**config.mk**
```make
export PLATFORM = sky130hd
export DESIGN_NAME = wb_stage
export DESIGN_NICKNAME = d
export VERILOG_FILES = /design/src/rtl/cpu_pkg.sv /design/src/rtl/onehot_dec.sv /design/src/rtl/wb_stage.sv
export SDC_FILE = /design/constraint.sdc
export NUM_CORES = 1
export LEC_CHECK = 0
export BUFFER_PORTS_ARGS = -buffer_cell sky130_fd_sc_hd__buf_2
export CAP_MARGIN = 20
export CORE_MARGIN = 8
export CORE_UTILIZATION = 45
export CTS_BUF_LIST = sky130_fd_sc_hd__clkbuf_2
export DETAILED_ROUTE_END_ITERATION = 10
export HOLD_SLACK_MARGIN = 0.08
export PLACE_DENSITY = 0.9
export SLEW_MARGIN = 20
export SYNTH_ARGS = -nofsm -noshare
export SYNTH_HDL_FRONTEND = slang
export SYNTH_HIERARCHICAL = 1
export SYNTH_SLANG_ARGS = --single-unit
```
**constraint.sdc**
```tcl
create_clock -name clock -period 1.49 [get_ports clock]
set_input_delay 0.298 -clock clock [delete_from_list [all_inputs] [get_ports clock]]
set_output_delay 0.298 -clock clock [all_outputs]
set_load 0.02 [all_outputs]
```
**src/rtl/cpu_pkg.sv**
```systemverilog
// Constants and state encoding shared between the write-back stage and the
// register bank it feeds.
package cpu_pkg;

  localparam int NREG = 16;  // registers in the bank
  localparam int AW   = 4;   // register index width
  localparam int DW   = 4;   // register data width
  localparam int CW   = 8;   // retired-write counter width

  // Write-back latch occupancy.
  typedef enum logic [1:0] {
    EMPTY = 2'b00,  // nothing latched
    PEND  = 2'b01,  // latched write is being strobed into the bank this cycle
    HELD  = 2'b10   // write already strobed, latch frozen by a stall
  } wb_state_t;

endpackage

```
**src/rtl/onehot_dec.sv**
```systemverilog
// Index-to-one-hot decoder with enable; drives the bank's per-register
// write strobes.
module onehot_dec #(
  parameter int AW   = cpu_pkg::AW,
  parameter int NREG = cpu_pkg::NREG
) (
  input  logic            en,
  input  logic [AW-1:0]   idx,
  output logic [NREG-1:0] onehot
);

  // Set exactly the indexed bit when enabled, otherwise all zero.
  always_comb begin
    // NOTE: the all-zero default comes first so every path assigns onehot,
    // which keeps this block purely combinational (no latch).
    onehot = '0;
    if (en) onehot[idx] = 1'b1;
  end

endmodule

```
**src/rtl/wb_stage.sv**
```systemverilog
// Write-back stage: a one-deep latch between execute and the register bank.
// Each accepted write strobes `load` for exactly one cycle, exposes its
// value to same-cycle readers through the forwarding outputs, and bumps a
// wrapping debug counter.
module wb_stage
  import cpu_pkg::*;
#(
  parameter int NREG = cpu_pkg::NREG,
  parameter int AW   = cpu_pkg::AW,
  parameter int DW   = cpu_pkg::DW,
  parameter int CW   = cpu_pkg::CW
) (
  input  logic            clock,
  input  logic            reset,
  input  logic            ex_valid,
  input  logic            ex_we,
  input  logic [AW-1:0]   ex_dest,
  input  logic [DW-1:0]   ex_data,
  input  logic            stall,
  input  logic            flush,
  input  logic [AW-1:0]   rs_a,
  input  logic [AW-1:0]   rs_b,
  output logic [DW-1:0]   d,
  output logic [NREG-1:0] load,
  output logic            fwd_a_hit,
  output logic            fwd_b_hit,
  output logic [DW-1:0]   fwd_data,
  output logic [CW-1:0]   wb_count
);

  wb_state_t     state_q, state_d;
  logic [AW-1:0] dest_q;
  logic [DW-1:0] data_q;
  logic [CW-1:0] count_q;
  logic          acc;
  logic          pend;

  // A new write is taken only when it really writes and nothing blocks it.
  assign acc  = ex_valid & ex_we & ~stall & ~flush;
  assign pend = (state_q == PEND);

  // Next-state selection; flush outranks stall, and a flush during PEND
  // still lets the current (older) write go out this cycle.
  always_comb begin
    state_d = EMPTY;
    unique case (state_q)
      EMPTY: state_d = acc ? PEND : EMPTY;
      PEND, HELD: begin
        if (flush)      state_d = EMPTY;
        else if (stall) state_d = HELD;
        else if (acc)   state_d = PEND;
        else            state_d = EMPTY;
      end
      default: state_d = EMPTY;
    endcase
  end

  // State register, latch capture and retired-write counter.
  always_ff @(posedge clock or negedge reset) begin
    if (!reset) begin
      state_q <= EMPTY;
      dest_q  <= '0;
      data_q  <= '0;
      count_q <= '0;
    end else begin
      // NOTE: non-blocking assignments so every register here samples the
      // pre-edge values, independent of statement order.
      state_q <= state_d;
      if (acc) begin
        dest_q <= ex_dest;
        data_q <= ex_data;
      end
      if (pend) count_q <= count_q + CW'(1);
    end
  end

  // Strobe generation; only PEND drives a write, so HELD never re-strobes.
  onehot_dec #(
    .AW   (AW),
    .NREG (NREG)
  ) u_dec (
    .en     (pend),
    .idx    (dest_q),
    .onehot (load)
  );

  assign d         = data_q;
  assign fwd_data  = data_q;
  assign fwd_a_hit = pend & (dest_q == rs_a);
  assign fwd_b_hit = pend & (dest_q == rs_b);
  assign wb_count  = count_q;

endmodule

```
Word-level counts from Yosys, hierarchy flattened:

Cells that the tools add are included.

* register bits: 18
* logic and storage cells: 28
* input port bits: 22

* equal/unequal tests: 4
* add/sub/neg operators: 1
* reductions and logical operators: 3
* $lt $le $gt $ge: 2
* bitwise operators: 7
* mux-type cells: 7

Operators by type and width (count)
* 16-bit two-way mux: 1
* 8-bit by 1-bit adder with 8-bit output (second input constant): 1
* 4-bit == test: 2
* 1-bit AND: 5
* 4-bit by 5-bit < comparator with 1-bit output (second input constant): 1
* 1-bit demux with 4-bit select: 1
* 4-bit by 1-bit greater-or-equal comparator with 1-bit output (second input constant): 1
* 2-bit two-way mux: 2
* 2-bit one-hot mux with 2 select lines: 1
* 2-bit by 1-bit == test with 1-bit output (second input constant): 1
* 2-bit == test (second input constant): 1
* 2-bit logical NOT: 1
* 1-bit two-way mux: 2
* 1-bit NOT: 2
* 2-bit OR reduction: 1
* 1-bit logical AND: 1

Logic depth before layout (Yosys ltp):

* depth in word-level cells: 7
* depth in mapped cells: 6
* mapped depth without buffers: 5

Modules after synthesis:

Netlist, hierarchy kept.

By module, submodules not included
* wb_stage: cells each 71, times used 1, area an instance 895.9 um^2
* onehot_dec: cells each 23, times used 1, area an instance 117.6 um^2

Worst setup path before layout:

OpenSTA, ideal clock, no wires.

* path type: register to output
* start point: register state_q[1]
* end point: output port fwd_a_hit
* data arrival time: 1.463 ns
* setup slack: -0.271 ns
* cell stages (with the launch flop): 6
* buffers on the path: 1
* cell sequence: dfrtp_1 -> inv_1 -> ha_1 -> buf_4 -> nand2_1 -> nor4_1

* longest elaborated chain between the ends: 2

Ends and longest elaborated chain
* start: declaration: RTL line wb_stage.sv:31 `wb_state_t state_q, state_d;`
* start signal: assignment: RTL line wb_stage.sv:68 `state_q <= state_d;`
* 2-bit by 1-bit == test with 1-bit output: RTL line wb_stage.sv:40 `assign pend = (state_q == PEND);`
* net pend: RTL line wb_stage.sv:36 `logic pend;`
* 1-bit AND: RTL line wb_stage.sv:89 `assign fwd_a_hit = pend & (dest_q == rs_a);`
* end: declaration: RTL line wb_stage.sv:25 `output logic fwd_a_hit,`

The timed path passes the listed nets, and every way through them passes these cells.

Final worst setup path:

* start point: register state_q[1]
* end point: output port load[0]

* longest elaborated chain between the ends: 2

Ends and longest elaborated chain
* 2-bit by 1-bit == test with 1-bit output: RTL line wb_stage.sv:40
* net pend: RTL line wb_stage.sv:36
* 16-bit two-way mux: RTL line onehot_dec.sv:17 `if (en) onehot[idx] = 1'b1;`
* end: declaration: RTL line wb_stage.sv:24 `output logic [NREG-1:0] load,`

The timed path passes the listed nets, and every way through them passes these cells.

==> run_results.csv <==
group,metric,value,unit
layout,postLayoutCellArea,0.00159,mm^2
run_status,status,"finished with violations",
run,maxCapViolations,0,
setup_path,crit_cells,5,
power,p_leak,0.783,nW
yosys,synth_ff_type,"dfrtp_1",
timing,fmax,524,MHz
yosys,synth-compound-area-share,0,
yosys,synth_xor_area_frac,0.130,
drt,drc,0,
layout,fin_cells,190,
yosys,synth.top_cell.area_share,0.444,
setup_path,required,1.19,ns
power,combPwrFrac,0.396,
setup_path,crit_path_max_fanout,4,
clocking,cts_tree,"done",
clocking,cts.sinks,18,
setup_path,cp_top_family,"simple AND/OR/NAND/NOR gates",
clocking,cts_buffers,3,
yosys,synth_nets,120,
timing,hold_viol_final,0,
placement,dpl-instance-area,0.00140,mm^2
floorplan,die_area,0.00403,mm^2
power,power_density,975,mW/mm^2
timing,fin_crit_sh,1.28,
timing,tightest_slew,0.403,ns
setup_path,cp_num_buf_inv,2,
floorplan,fp.dieH,63.5,um
clocking,cts-root-buf,"clkbuf_2",
yosys,netlist_area,0.00101,mm^2
worst_hold_path,hp-class,"input pin to flop",
global_route,grt_pass1_vias,1037,
layout,final_cell_mix,"buf_2 (37), buf_4 (26), dfrtp_1 (18)",
layout,drive_gt1_frac,0.623,
timing,fin_tns_setup,-6.16,ns
global_route,antenna_found_initial,0,
yosys,synth_mux_area_frac,0.100,
layout,fillers,147,
timing,min_period,1.91,ns
setup_path,crit_chain,"inv_2, ha_4, or3b_4, nor3_4, buf_6",
layout,layout_commonest_cell,"buf_2",
timing,slew_headroom,0.731,
yosys,yosys-top-cells-area,"dfrtp_1 (44%), mux2_2 (10%), xor2_1 (7.8%)",
timing,slew_violations,0,
yosys,async_flop_share,1.00,
layout,final_core_util,0.734,
setup_path,endpoint_kind,"output port",
yosys,synth-simple-area-share,0.232,
yosys,yosysSeqAreaShare,0.444,
drt,vias,956,
power,p_seq_frac,0.474,
placement,dpl.cell_count,180,
power,p_int,0.901,mW
timing,final.setup.worst_slack,-0.418,ns
floorplan,io_pins,56,
layout,n_antenna_cell,0,
floorplan,placementRows,17,
setup_path,reg2reg_depth,7,
drt,final_antenna_net_count,0,
power,power.total,1.55,mW
global_route,grt_pass1_wl,4980,um
setup_path,path_class,"flop to output port",
placement,dp_slack,-0.159,ns
layout,multi_input_area,624,um^2
layout,regArea,450,um^2
run_status,violations,"setup timing",
placement,hpwl,2270,um
timing,whs,0.204,ns
clocking,clk_path_buf_depth,2,
power,p_clk_frac,0.130,
drt,first_pass_iters,4,
yosys,synthAdderAreaFrac,0.0494,
clocking,h-tree-depth,1,
layout,synthToLayoutAreaGrowth,57.0,%
global_route,grt_max_degree,19,
drt,drt-initial-drc-count,28,
floorplan,core-area,0.00217,mm^2
yosys,synth_top_family_by_area,"simple AND/OR/NAND/NOR gates",
setup_path,arrival,1.61,ns
layout,fin_nets,189,
power,switchingPower,0.650,mW
yosys,synth_cell_types,22,
placement,portBuffers,55,
power,switching_share,0.419,
yosys,yosysTopAreaCell,"dfrtp_1",
yosys,yosysWarnings,6,
setup_path,cpPeakStageDelay,0.43,ns
yosys,syn_avg_cell_area,10.8,um^2
clocking,clock_latency,0.29,ns
placement,gp_congestion,0.749,
timing,rsz0062_at_grt,"true",
yosys,syn_inst,94,
yosys,synth_edf_count,0,
floorplan,start_util,0.467,
drt,wl,3100,um
yosys,yosys_register_bits,18,
global_route,track_usage,0.148,
drt,vias_per_cell,5.03,
power,peakVddDrop,0.889,mV
timing,skew,0.00927,ns
global_route,grt_overflow,0,
worst_hold_path,hold_depth,2,
floorplan,dieWidth,63.5,um
drt,wl_per_cell,16.3,um
clocking,clk_pin_slew_worst_paths,0.16,ns
setup_path,startpoint_type,"flop",
timing,setup_violations,18,
setup_path,slowest_stage,"dfrtp_1",
worst reg2reg max path, stage by stage, from the launching register on:
cell and delay (ns):
dfrtp_1 0.43, inv_2 0.08, ha_4 0.12, buf_4 0.16, buf_4 0.18, nand4_4 0.14, nor2_2 0.14, xor2_1 0.17
cells by family (layout without fill, tap and decap cells):
| family | after synthesis | after routing |
|---|---|---|
| simple gates | 41 | 41 |
| flops | 18 | 18 |
| mux | 9 | 9 |
| buf+inv | 7 | 75 |
| xor+xnor | 15 | 15 |
| fa+ha+maj | 4 | 4 |
path summary, 6_finish.rpt:
path | from | endpoint | slack (ns)
max | state_q[1]$_DFF_PN0_ | load[0] | -0.42
min | flush | state_q[1]$_DFF_PN0_ | 0.20
max reg2reg | state_q[1]$_DFF_PN0_ | wb_count[5]$_DFFE_PN0P_ | 0.01
min reg2reg | wb_count[7]$_DFFE_PN0P_ | wb_count[7]$_DFFE_PN0P_ | 0.49
max in group asynchronous | reset | dest_q[1]$_DFFE_PN0P_ | 0.76
min in group asynchronous | reset | d[0]$_DFFE_PN0P_ | 0.44
registers in the layout, indices dropped and copies added, names as in the netlist:
register  cells
wb_count      8
d             4
dest_q        4
state_q       2
power by group through the flow:
stage	registers, mW	clock network, mW	logic [mW]
after floorplan	0.812	0	0.277
after global placement	0.719	0	0.555
after detailed placement	0.730	0	0.570
after CTS	0.733	0.210	0.603
after global routing	0.752	0.232	0.654
final	0.736	0.202	0.614
cells in the mapped netlist (2+ instances only):
library cell and n:
nor4_1 2, nor2_1 14, nand3b_1 2, nand4_1 2
nor3_2 2, inv_1 2, nor3_1 3, xor2_1 9
xnor2_1 6, nand2b_1 2, ha_1 4, nand2_1 7
dfrtp_1 18, mux2_2 9, buf_4 5
per-layer routing:
| metal | part of all wire | track usage | vias to the layer above |
|---|---|---|---|
| met5 | 0 | 0 | - |
| met4 | 0.013 | 0.0306 | 0 |
| met3 | 0.058 | 0.0371 | 2 |
| met2 | 0.52 | 0.269 | 45 |
| met1 | 0.41 | 0.170 | 457 |
| li1 | - | - | 452 |
cell type report:
class                   count  share of cell area
multi-input cells          69               0.392
well taps                  28              0.0220
inverters                   2             0.00472
clock buffers               3             0.00943
flip-flops and latches     18               0.283
repair buffers             69               0.286
clock inverters             1             0.00236
repair_timing:
action                                 in CTS  in global routing
hold buffers                                1                  0
setup buffers                               5                  1
setup endpoints to repair                  18                 21
gates resized for setup                    33                  3
pin swaps                                   6                  6
endpoints found under the hold margin      18                  0
(Power assumes the default switching activity.)
